==> src/rtl/laser_seq_pkg.sv <==
// laser_seq_pkg
// Shared definitions for the laser pulse sequencer: operating-mode encodings,
// the sequencer state type and the default synchroniser depth.
package laser_seq_pkg;

  localparam logic [1:0] MODE_EXT  = 2'd0;
  localparam logic [1:0] MODE_SW   = 2'd1;
  localparam logic [1:0] MODE_AUTO = 2'd2;
  localparam logic [1:0] MODE_CW   = 2'd3;

  localparam int SYNC_STAGES_DEF = 2;

  typedef enum logic [1:0] {
    IDLE  = 2'd0,
    ARMED = 2'd1,
    RUN   = 2'd2,
    FAULT = 2'd3
  } seq_state_t;

endpackage

==> src/rtl/sync_edge_detect.sv <==
// sync_edge_detect
// Multi-flop synchroniser for one asynchronous input, with a synchronised
// level output and a one-cycle rising-edge pulse.
// Ports:
//   clk      system clock
//   rstn     asynchronous active-low reset
//   i_async  asynchronous input
//   o_level  synchronised level (SYNC_STAGES cycles of latency)
//   o_rise   single-cycle pulse on a synchronised 0->1 transition
module sync_edge_detect #(
  parameter int SYNC_STAGES = 2
) (
  input  logic clk,
  input  logic rstn,
  input  logic i_async,
  output logic o_level,
  output logic o_rise
);

  logic [SYNC_STAGES-1:0] r_sync;
  logic                   r_level_d;

  always_ff @(posedge clk or negedge rstn) begin
    if (!rstn) begin
      r_sync    <= '0;
      r_level_d <= 1'b0;
    end else begin
      r_sync    <= {r_sync[SYNC_STAGES-2:0], i_async};
      r_level_d <= r_sync[SYNC_STAGES-1];
    end
  end

  assign o_level = r_sync[SYNC_STAGES-1];
  assign o_rise  = r_sync[SYNC_STAGES-1] & ~r_level_d;

endmodule

==> src/rtl/laser_pulse_sequencer.sv <==
// laser_pulse_sequencer
// Multi-channel laser pulse timing engine. Generates NUM_CH phase-offset pulse
// trains from one shared period in EXT-trigger, SW-trigger, AUTO free-run or
// CW mode, and forces all outputs low on an EE/OPT shutdown interlock.
//
// Build option: define LASER_SEQ_TRIG_COUNT_EN to build the 16-bit accepted
// trigger counter; without it trig_count is tied to zero.
//
// Ports:
//   clk, rstn            clock, asynchronous active-low reset
//   enable               master run enable
//   mode                 MODE_EXT / MODE_SW / MODE_AUTO / MODE_CW
//   trigger              asynchronous external trigger (rising edge)
//   sw_trigger           synchronous single-cycle software trigger
//   ch_enable            per-channel enable
//   period, pulse_width  period and common pulse width in clk cycles
//   ch_delay             per-channel delay, channel i at [i*CNT_W +: CNT_W]
//   cfg_update           loads period/pulse_width/ch_delay into shadow regs
//   ee_shutdown          asynchronous interlock, active high
//   opt_shutdown         asynchronous interlock, active high
//   fault_clear          fault release strobe
//   pulse_out            registered pulse outputs
//   period_active        high while a period runs
//   laser_on             registered OR of pulse_out
//   fault                sticky interlock fault
//   trig_count           accepted start count
//
// state | meaning
// ------+-----------------------------------------------------------
// IDLE  | disabled, outputs low, shadow config loads directly
// ARMED | waiting for a start; in CW pulse_out follows ch_enable
// RUN   | cnt sweeps 0..period-1, channel compares drive the pulses
// FAULT | interlock tripped, outputs forced low until fault_clear
module laser_pulse_sequencer
  import laser_seq_pkg::*;
#(
  parameter int NUM_CH      = 2,
  parameter int CNT_W       = 24,
  parameter int SYNC_STAGES = SYNC_STAGES_DEF
) (
  input  logic                    clk,
  input  logic                    rstn,
  input  logic                    enable,
  input  logic [1:0]              mode,
  input  logic                    trigger,
  input  logic                    sw_trigger,
  input  logic [NUM_CH-1:0]       ch_enable,
  input  logic [CNT_W-1:0]        period,
  input  logic [CNT_W-1:0]        pulse_width,
  input  logic [NUM_CH*CNT_W-1:0] ch_delay,
  input  logic                    cfg_update,
  input  logic                    ee_shutdown,
  input  logic                    opt_shutdown,
  input  logic                    fault_clear,
  output logic [NUM_CH-1:0]       pulse_out,
  output logic                    period_active,
  output logic                    laser_on,
  output logic                    fault,
  output logic [15:0]             trig_count
);

  seq_state_t              r_state;
  logic [CNT_W-1:0]        r_cnt;
  logic [CNT_W-1:0]        r_period;
  logic [CNT_W-1:0]        r_width;
  logic [NUM_CH*CNT_W-1:0] r_delay;
  logic                    r_cfg_pend;
  logic [NUM_CH-1:0]       r_hit;
  logic [NUM_CH-1:0]       r_pulse;
  logic                    r_laser;
  logic                    r_active;
  logic                    r_fault;

  logic w_trig_lvl, w_trig_rise;
  logic w_ee_lvl, w_ee_rise;
  logic w_opt_lvl, w_opt_rise;
  logic w_shut;
  logic w_wrap;
  logic w_cfg_load;
  logic [CNT_W-1:0] w_period_next;
  logic w_start_req;
  logic w_start;
  logic w_restart;
  logic [NUM_CH-1:0] w_hit;

  sync_edge_detect #(.SYNC_STAGES(SYNC_STAGES)) u_sync_trig (
    .clk(clk), .rstn(rstn), .i_async(trigger), .o_level(w_trig_lvl), .o_rise(w_trig_rise)
  );
  sync_edge_detect #(.SYNC_STAGES(SYNC_STAGES)) u_sync_ee (
    .clk(clk), .rstn(rstn), .i_async(ee_shutdown), .o_level(w_ee_lvl), .o_rise(w_ee_rise)
  );
  sync_edge_detect #(.SYNC_STAGES(SYNC_STAGES)) u_sync_opt (
    .clk(clk), .rstn(rstn), .i_async(opt_shutdown), .o_level(w_opt_lvl), .o_rise(w_opt_rise)
  );

  // Synchroniser outputs this block does not need; gathered so they read as intentional.
  logic w_unused_sync;
  assign w_unused_sync = &{1'b0, w_trig_lvl, w_ee_rise, w_opt_rise};

  assign w_shut = w_ee_lvl | w_opt_lvl;
  assign w_wrap = (r_state == RUN) && (r_cnt == r_period - CNT_W'(1));

  // Shadow config changes only between periods so a running period never
  // sees a mixed old/new setting; a mid-period strobe waits in r_cfg_pend.
  assign w_cfg_load = (cfg_update | r_cfg_pend) & ~w_shut &
                      ((r_state == IDLE) || (r_state == ARMED) || (w_wrap && enable));
  assign w_period_next = w_cfg_load ? period : r_period;

  always_comb begin
    w_start_req = 1'b0;
    case (mode)
      MODE_EXT:  w_start_req = w_trig_rise;
      MODE_SW:   w_start_req = sw_trigger;
      MODE_AUTO: w_start_req = 1'b1;
      default:   w_start_req = 1'b0;
    endcase
  end

  assign w_start   = (r_state == ARMED) && w_start_req && (r_period != '0);
  // AUTO restarts back-to-back using the period that takes effect at the wrap.
  assign w_restart = w_wrap && (mode == MODE_AUTO) && (w_period_next != '0);

  // Compare in CNT_W+1 bits so delay+width cannot wrap into a false hit;
  // cnt never reaches period, which truncates pulses at the period end.
  always_comb begin
    w_hit = '0;
    for (int i = 0; i < NUM_CH; i++) begin
      w_hit[i] = ch_enable[i] &&
                 ({1'b0, r_cnt} >= {1'b0, r_delay[i*CNT_W +: CNT_W]}) &&
                 ({1'b0, r_cnt} < ({1'b0, r_delay[i*CNT_W +: CNT_W]} + {1'b0, r_width}));
    end
  end

  always_ff @(posedge clk or negedge rstn) begin
    if (!rstn) begin
      r_state    <= IDLE;
      r_cnt      <= '0;
      r_period   <= '0;
      r_width    <= '0;
      r_delay    <= '0;
      r_cfg_pend <= 1'b0;
      r_hit      <= '0;
      r_pulse    <= '0;
      r_laser    <= 1'b0;
      r_active   <= 1'b0;
      r_fault    <= 1'b0;
    end else begin
      if (w_cfg_load) begin
        r_period   <= period;
        r_width    <= pulse_width;
        r_delay    <= ch_delay;
        r_cfg_pend <= 1'b0;
      end else if (cfg_update) begin
        r_cfg_pend <= 1'b1;
      end

      if (w_shut) begin
        r_state  <= FAULT;
        r_fault  <= 1'b1;
        r_cnt    <= '0;
        r_hit    <= '0;
        r_pulse  <= '0;
        r_laser  <= 1'b0;
        r_active <= 1'b0;
      end else if ((r_state != FAULT) && !enable) begin
        r_state  <= IDLE;
        r_cnt    <= '0;
        r_hit    <= '0;
        r_pulse  <= '0;
        r_laser  <= 1'b0;
        r_active <= 1'b0;
      end else begin
        case (r_state)
          IDLE: begin
            r_state  <= ARMED;
            r_cnt    <= '0;
            r_hit    <= '0;
            r_pulse  <= '0;
            r_laser  <= 1'b0;
            r_active <= 1'b0;
          end
          ARMED: begin
            r_hit   <= (mode == MODE_CW) ? ch_enable : '0;
            r_pulse <= r_hit;
            r_laser <= |r_pulse;
            r_cnt   <= '0;
            if (w_start) begin
              r_state  <= RUN;
              r_active <= 1'b1;
            end
          end
          RUN: begin
            r_hit   <= w_hit;
            r_pulse <= r_hit;
            r_laser <= |r_pulse;
            if (w_wrap) begin
              r_cnt <= '0;
              if (!w_restart) begin
                r_state  <= ARMED;
                r_active <= 1'b0;
              end
            end else begin
              r_cnt <= r_cnt + CNT_W'(1);
            end
          end
          FAULT: begin
            r_cnt    <= '0;
            r_hit    <= '0;
            r_pulse  <= '0;
            r_laser  <= 1'b0;
            r_active <= 1'b0;
            if (fault_clear) begin
              r_state <= IDLE;
              r_fault <= 1'b0;
            end
          end
          default: r_state <= IDLE;
        endcase
      end
    end
  end

  assign pulse_out     = r_pulse;
  assign period_active = r_active;
  assign laser_on      = r_laser;
  assign fault         = r_fault;

`ifdef LASER_SEQ_TRIG_COUNT_EN
  logic        w_accept;
  logic [15:0] r_trig_count;

  assign w_accept = ~w_shut & enable & (w_start | w_restart);

  always_ff @(posedge clk or negedge rstn) begin
    if (!rstn) begin
      r_trig_count <= 16'h0000;
    end else if (w_accept) begin
      r_trig_count <= r_trig_count + 16'd1;
    end
  end

  assign trig_count = r_trig_count;
`else
  assign trig_count = 16'h0000;
`endif

endmodule

==> config.mk <==
export PLATFORM = sky130hd
export DESIGN_NAME = laser_pulse_sequencer
export DESIGN_NICKNAME = d
export VERILOG_FILES = /design/src/rtl/laser_seq_pkg.sv /design/src/rtl/sync_edge_detect.sv /design/src/rtl/laser_pulse_sequencer.sv
export SDC_FILE = /design/constraint.sdc
export NUM_CORES = 1
export LEC_CHECK = 0
export CAP_MARGIN = 20
export CELL_PAD_IN_SITES_DETAIL_PLACEMENT = 0
export CELL_PAD_IN_SITES_GLOBAL_PLACEMENT = 1
export CORE_MARGIN = 4
export CORE_UTILIZATION = 40
export CTS_CLUSTER_DIAMETER = 80
export DETAILED_ROUTE_END_ITERATION = 8
export PLACE_DENSITY_LB_ADDON = 0.1
export SETUP_SLACK_MARGIN = 0.2
export SLEW_MARGIN = 20
export SYNTH_ARGS = -nofsm -noshare
export SYNTH_HDL_FRONTEND = slang
export SYNTH_SLANG_ARGS = --single-unit
==> constraint.sdc <==
create_clock -name clk -period 8.36 [get_ports clk]
set_input_delay 1.254 -clock clk [delete_from_list [all_inputs] [get_ports clk]]
set_output_delay 1.254 -clock clk [all_outputs]
set_load 0.02 [all_outputs]
* Word level (Yosys, flattened, before mapping)
Index checks and enable logic that the tools add are counted.
W data, S select, Z words.
** Storage, ports and cells
- Register bits after elaboration :: 137
- Word-level logic and storage cells :: 106
** Cells by class
- $add $sub $neg :: 4
- $lt $le $gt $ge :: 4
- Equality and inequality tests :: 13
- Multiplexer cells :: 35
- Bitwise operators :: 7
- Reduce and logical (&&, ||, !) cells :: 28
** Operators by type and width (number)
- $mux W24 :: 4
- $add A24 B24 Y25 :: 2
- $lt A24 B25 Y1 :: 2
- $ge A24 B24 Y1 :: 2
- $pmux W24 S2 :: 1
- $reduce_bool A24 Y1 :: 2
- $add A24 B1 Y24 const B :: 1
- $eq A24 B24 Y1 :: 1
- $sub A24 B1 Y24 const B :: 1
- $mux W2 :: 11
- $mux W1 :: 13
- $ne A4 B3 Y1 const B :: 3
- $logic_and A1 B1 Y1 :: 11
- $eq A2 B2 Y1 const B :: 4
- $pmux W2 S4 :: 1
- $pmux W1 S3 :: 2
- $pmux W2 S3 :: 1
- $reduce_and A3 Y1 :: 2
- $reduce_bool A2 Y1 :: 3
- $reduce_or A2 Y1 :: 3
- $eq A2 B1 Y1 const B :: 2
- $logic_not A2 Y1 :: 2
- $ne A2 B2 Y1 const B :: 2
- $ne A4 B4 Y1 const B :: 1
- other kinds (9) :: 14

* Depth between registers and ports, before layout
- Depth after elaboration :: 14
- Mapped depth :: 21

* By module
Synthesis repeated with hierarchy kept, for this count alone.
** Second synthesis, totals
- Cell total of the unflattened synthesis :: 1115
- Area, all modules :: 10565.1 um^2
** Modules (own cells, without submodules)
- laser_pulse_sequencer :: instances 1, cells an instance 1103, area an instance 10298.6 um^2
- sync_edge_detect :: instances 3, cells an instance 4, area an instance 88.8 um^2

* Worst setup path before layout
OpenSTA, ideal clock, no wires.
- Path type :: flip-flop to flip-flop
- Start :: register r_width[0]
- End :: register r_hit[0]
- Setup time :: 0.123 ns
- Data arrival time :: 4.066 ns
- Required time :: 8.237 ns
- Path slack :: 4.171 ns
- Cell stages (with the launch flop) :: 19
- Buffers on the path :: 0
- Period minus slack after synthesis :: 4.189 ns
- Path through :: dfrtp_1 ha_1 fa_1 a21oi_1 o21ai_0 a21oi_1 o21a_1 o22ai_1 o41ai_1 o211ai_1 a31o_2 a21oi_1 xnor2_1 ha_1 o21a_1 nor2_1 a2111oi_0 o211ai_1 o221a_2
** On the way
- Word-level cells in the longest chain between the ends :: 6
** RTL lines
- start: declaration :: RTL line laser_pulse_sequencer.sv:65 : logic [CNT_W-1:0] r_width;
- start signal: assignment :: RTL line laser_pulse_sequencer.sv:150 : r_width <= pulse_width;
- $add A24 B24 Y25 :: RTL line laser_pulse_sequencer.sv:130 : ({1'b0, r_cnt} < ({1'b0, r_delay[i*CNT_W +: CNT_W]} + {1'b0, r_width}));
- $lt A24 B25 Y1 :: RTL line laser_pulse_sequencer.sv:130
- $logic_and A1 B1 Y1 :: RTL line laser_pulse_sequencer.sv:129 : ({1'b0, r_cnt} >= {1'b0, r_delay[i*CNT_W +: CNT_W]}) &&
- $pmux W2 S3 :: RTL line laser_pulse_sequencer.sv:173 : case (r_state)
- $mux W2 :: RTL line laser_pulse_sequencer.sv:165 : end else if ((r_state != FAULT) && !enable) begin
- $mux W2 :: RTL line laser_pulse_sequencer.sv:157 : if (w_shut) begin
- end signal: assignment :: RTL line laser_pulse_sequencer.sv:183 : r_hit <= (mode == MODE_CW) ? ch_enable : '0;
- end signal: assignment :: RTL line laser_pulse_sequencer.sv:193 : r_hit <= w_hit;
- end: declaration :: RTL line laser_pulse_sequencer.sv:68 : logic [NUM_CH-1:0] r_hit;
No other way between the ends.
A chain may end at the register's enable or synchronous reset.

* Worst setup path after layout
- Start :: register r_width[1]
- End :: register r_hit[0]
The elaborated chain is that of the path after synthesis.

==> results_dict.tcl <==
set metrics [dict create \
    synth_area_per_cell_um2 9.78 \
    start_kind "flop" \
    power_density_nw_per_um2 342 \
    die_x_um 172 \
    via_count 8149 \
    critPathKind "reg -> reg" \
    max_freq_mhz 209 \
    power_leakage_uw 0.00590 \
    n_antenna_cell 0 \
    clockRootBuffer "clkbuf_16" \
    grt_setup_unrepaired "no" \
    status "complete, no violations" \
    row_count 59 \
    dieArea_um2 29600 \
    die_h_um 172 \
    critPathBufInv 0 \
    min_path_type "reg -> reg" \
    cts-resized-gates 0 \
    netlist_area_um2 10700 \
    ys_seq_area_share_pct 31.9 \
    antenna_found_initial 0 \
    io_buffers 113 \
    syn_to_final_growth_pct 18.9 \
    finalCritPeriodShare_pct 57.2 \
    cp.arrival_ps 5100 \
    slew_violations 0 \
    final_nets 1475 \
    path_depth 17 \
    crit_fanout 5 \
    numCtsBuffers 17 \
    r2r_start "r_width[1]" \
    core_area_um2 26300 \
    cts_tree "yes" \
    top_level_ports 130 \
    routed_wl_um 26000 \
    overflow 0 \
    clock_sinks 137 \
    viasPerCell 5.22 \
    initialDrtViolationCount 298 \
    synthCells 1099 \
    post-cts-setup-buffer-count 0 \
    end_kind "flop" \
    synth-main-ff-cell "dfrtp_1" \
    cp_top_family "compound AO/OA/AOI/OAI gates" \
    grt_pass1_vias 8202 \
    drcViolationCount 0 \
    power_uw 4380 \
    clock_path_buffers 2 \
    dp_hpwl_um 20900 \
    hold_viol 0 \
    ir_drop_mv 0.147 \
    crit_chain "ha_1 -> a21oi_1 -> o211a_1 -> o31ai_1 -> o41ai_1 -> o311ai_0 -> o41ai_1 -> o21ai_0 -> a21bo_2 -> a21oi_1 -> xor2_1 -> ha_1 -> o21a_1 -> nor2_1 -> a2111oi_0 -> o211ai_1 -> o221a_2" \
    cp_slowest_stage_delay_ps 600 \
    fin_crit_ps 4780 \
    routedWlPerCell_um 16.6 \
    cp_slowest_cell "o41ai_1" \
    drive_gt1_share_pct 9.79 \
    drtPass1Iterations 4 \
    synth-async-reset-ratio_pct 100 \
    initial_core_util_pct 40.9 \
    grt_pass1_wl_um 42700 \
    ys_types 70 \
    gp_congestion 0.823 \
    fin_skew_ps 11.0 \
    finalSetupViolations 0 \
    r2r_slack_ps 3580 \
    postRouteAntennaNets 0 \
    cts_hold_buf 0 \
    tns_ps 0 \
    grt_max_degree 73 \
    mostFrequentLayoutCell "ha_1" \
    relSlewSlack_pct 32.6 \
    path_clk_slew_ps 70 \
    drv_cap 0 \
    required_ps 8670 \
    ys_ff_latch 137 \
    grt.total_usage_pct 18.1 \
    htreeDepth 4 \
    final_cell_mix "ha_1, dfrtp_1, clkdlybuf4s50_1" \
    reg2reg_depth 17 \
    clk_latency_ps 420 \
    synth-edff-count 0 \
    critPathLaunch "r_width[1]" \
    r2r_end "r_hit[0]" \
    yosysWarnings 0 \
    worstSetupEndpoint "r_hit[0]" \
    worst_pin_slew_ps 1010 \
]
## cells by family (layout without fill, tap and decap cells)
| logic type | after synthesis | in the layout | synth area share (%) |
|---|---|---|---|
| and+or+nand+nor | 274 | 274 | 13.3 |
| AOI/OAI and AO/OA | 217 | 217 | 13.3 |
| adders and majority gates | 153 | 153 | 17.9 |
| DFF | 137 | 137 | 31.9 |
| buffers and inverters | 118 | 230 | 5.01 |
| muxes | 100 | 100 | 10.4 |
| xor gates and xnor gates | 99 | 99 | 8.07 |
| other | 1 | 16 | 0.0349 |
## final cells by class
class                           count  area, um2
Sequential cell                   137       3430
Multi-Input combinational cell    859       6840
Clock buffer                       18        439
Clock inverter                     14        188
Timing Repair Buffer              117       1160
Fill cell                        2477      13500
Tap cell                          335        419
Inverter                           81        304
## worst register-to-register path, delay by kind of cell (launching register included)
kind | cells | cell delay [ps]
DFF | 1 | 460
adders and majority gates | 2 | 590
AOI/OAI and AO/OA | 13 | 3520
and+or+nand+nor | 1 | 40
xor gates and xnor gates | 1 | 90
## layer usage
metal | track usage [%] | up-vias | part of all wire, %
met3 | 2.70 | 22 | 3.7
met2 | 28.6 | 146 | 44
li1 | - | 4173 | -
met1 | 26.5 | 3808 | 51
met5 | 0 | - | 0
met4 | 4.20 | 0 | 1.2
## state kept, by name, indices dropped and copies added, names as in the netlist
name / flops
period_active: 1
r_state: 2
laser_on: 1
r_cfg_pend: 1
u_sync_ee.r_sync: 2
r_period: 24
u_sync_trig.r_level_d: 1
r_hit: 2
r_width: 24
pulse_out: 2
u_sync_trig.r_sync: 2
fault: 1
r_delay: 48
r_cnt: 24
u_sync_opt.r_sync: 2
## synth_stat cells (all sizes together) (3+ instances only)
| master | instances | share of area [%] |
|---|---|---|
| a211o | 4 | 0.33 |
| o21bai | 7 | 0.49 |
| a31oi | 11 | 0.64 |
| xor2 | 32 | 2.6 |
| clkbuf | 8 | 0.28 |
| nor4 | 16 | 1.1 |
| o21ai | 45 | 2.1 |
| inv | 81 | 2.8 |
| nor3 | 18 | 0.88 |
| o41ai | 6 | 0.49 |
| mux2i | 4 | 0.37 |
| nor2 | 77 | 2.7 |
| nand2b | 13 | 0.76 |
| dfrtp | 137 | 32 |
| nand3 | 22 | 1.0 |
| o31ai | 6 | 0.42 |
| and3 | 12 | 0.70 |
| o221ai | 3 | 0.24 |
| nand4 | 16 | 0.93 |
| nor4b | 5 | 0.47 |
| or3 | 8 | 0.47 |
| o21a | 10 | 0.70 |
| or4 | 4 | 0.28 |
| nor2b | 13 | 0.76 |
| buf | 29 | 1.9 |
| mux2 | 96 | 10 |
| nor3b | 3 | 0.21 |
| a211oi | 8 | 0.61 |
| and2 | 6 | 0.35 |
| xnor2 | 67 | 5.5 |
| a21o | 34 | 2.4 |
| or2 | 3 | 0.17 |
| a21oi | 56 | 2.6 |
| o211ai | 6 | 0.42 |
| a2111oi | 5 | 0.47 |
| ha | 151 | 18 |
| nand2 | 49 | 1.7 |
## metrics by stage
stage               hold WS [ps]  setup slack [ps]  cells  util (%)  cell area, um2
CTS                          344              3530   1561      48.6           12800
floorplan                    331              4170   1114         -           10800
global placement             334              3590   1529      46.3           12200
finish                       345              3580   1561      48.6           12800
detailed placement           335              3540   1529      46.3           12200
global route                 354              2940   1561      48.6           12800
## worst min path at each step
stage | from | endpoint | slack, ps | cells after the start
floorplan | u_sync_ee.r_sync[0] | u_sync_ee.r_sync[1] | 330 | 0
global placement | u_sync_trig.r_sync[0] | u_sync_trig.r_sync[1] | 330 | 0
detailed placement | u_sync_ee.r_sync[0] | u_sync_ee.r_sync[1] | 330 | 0
CTS | u_sync_trig.r_sync[0] | u_sync_trig.r_sync[1] | 340 | 0
global route | u_sync_trig.r_sync[0] | u_sync_trig.r_sync[1] | 350 | 0
finish | u_sync_trig.r_sync[0] | u_sync_trig.r_sync[1] | 350 | 0
## power breakdown
| group | internal, uW | switching, uW | total [uW] |
|---|---|---|---|
| logic | 1170 | 1260 | 2430 |
| clock network | 486 | 326 | 812 |
| registers | 869 | 268 | 1140 |
| total | 2530 | 1850 | 4380 |
(Power assumes the default switching activity.)
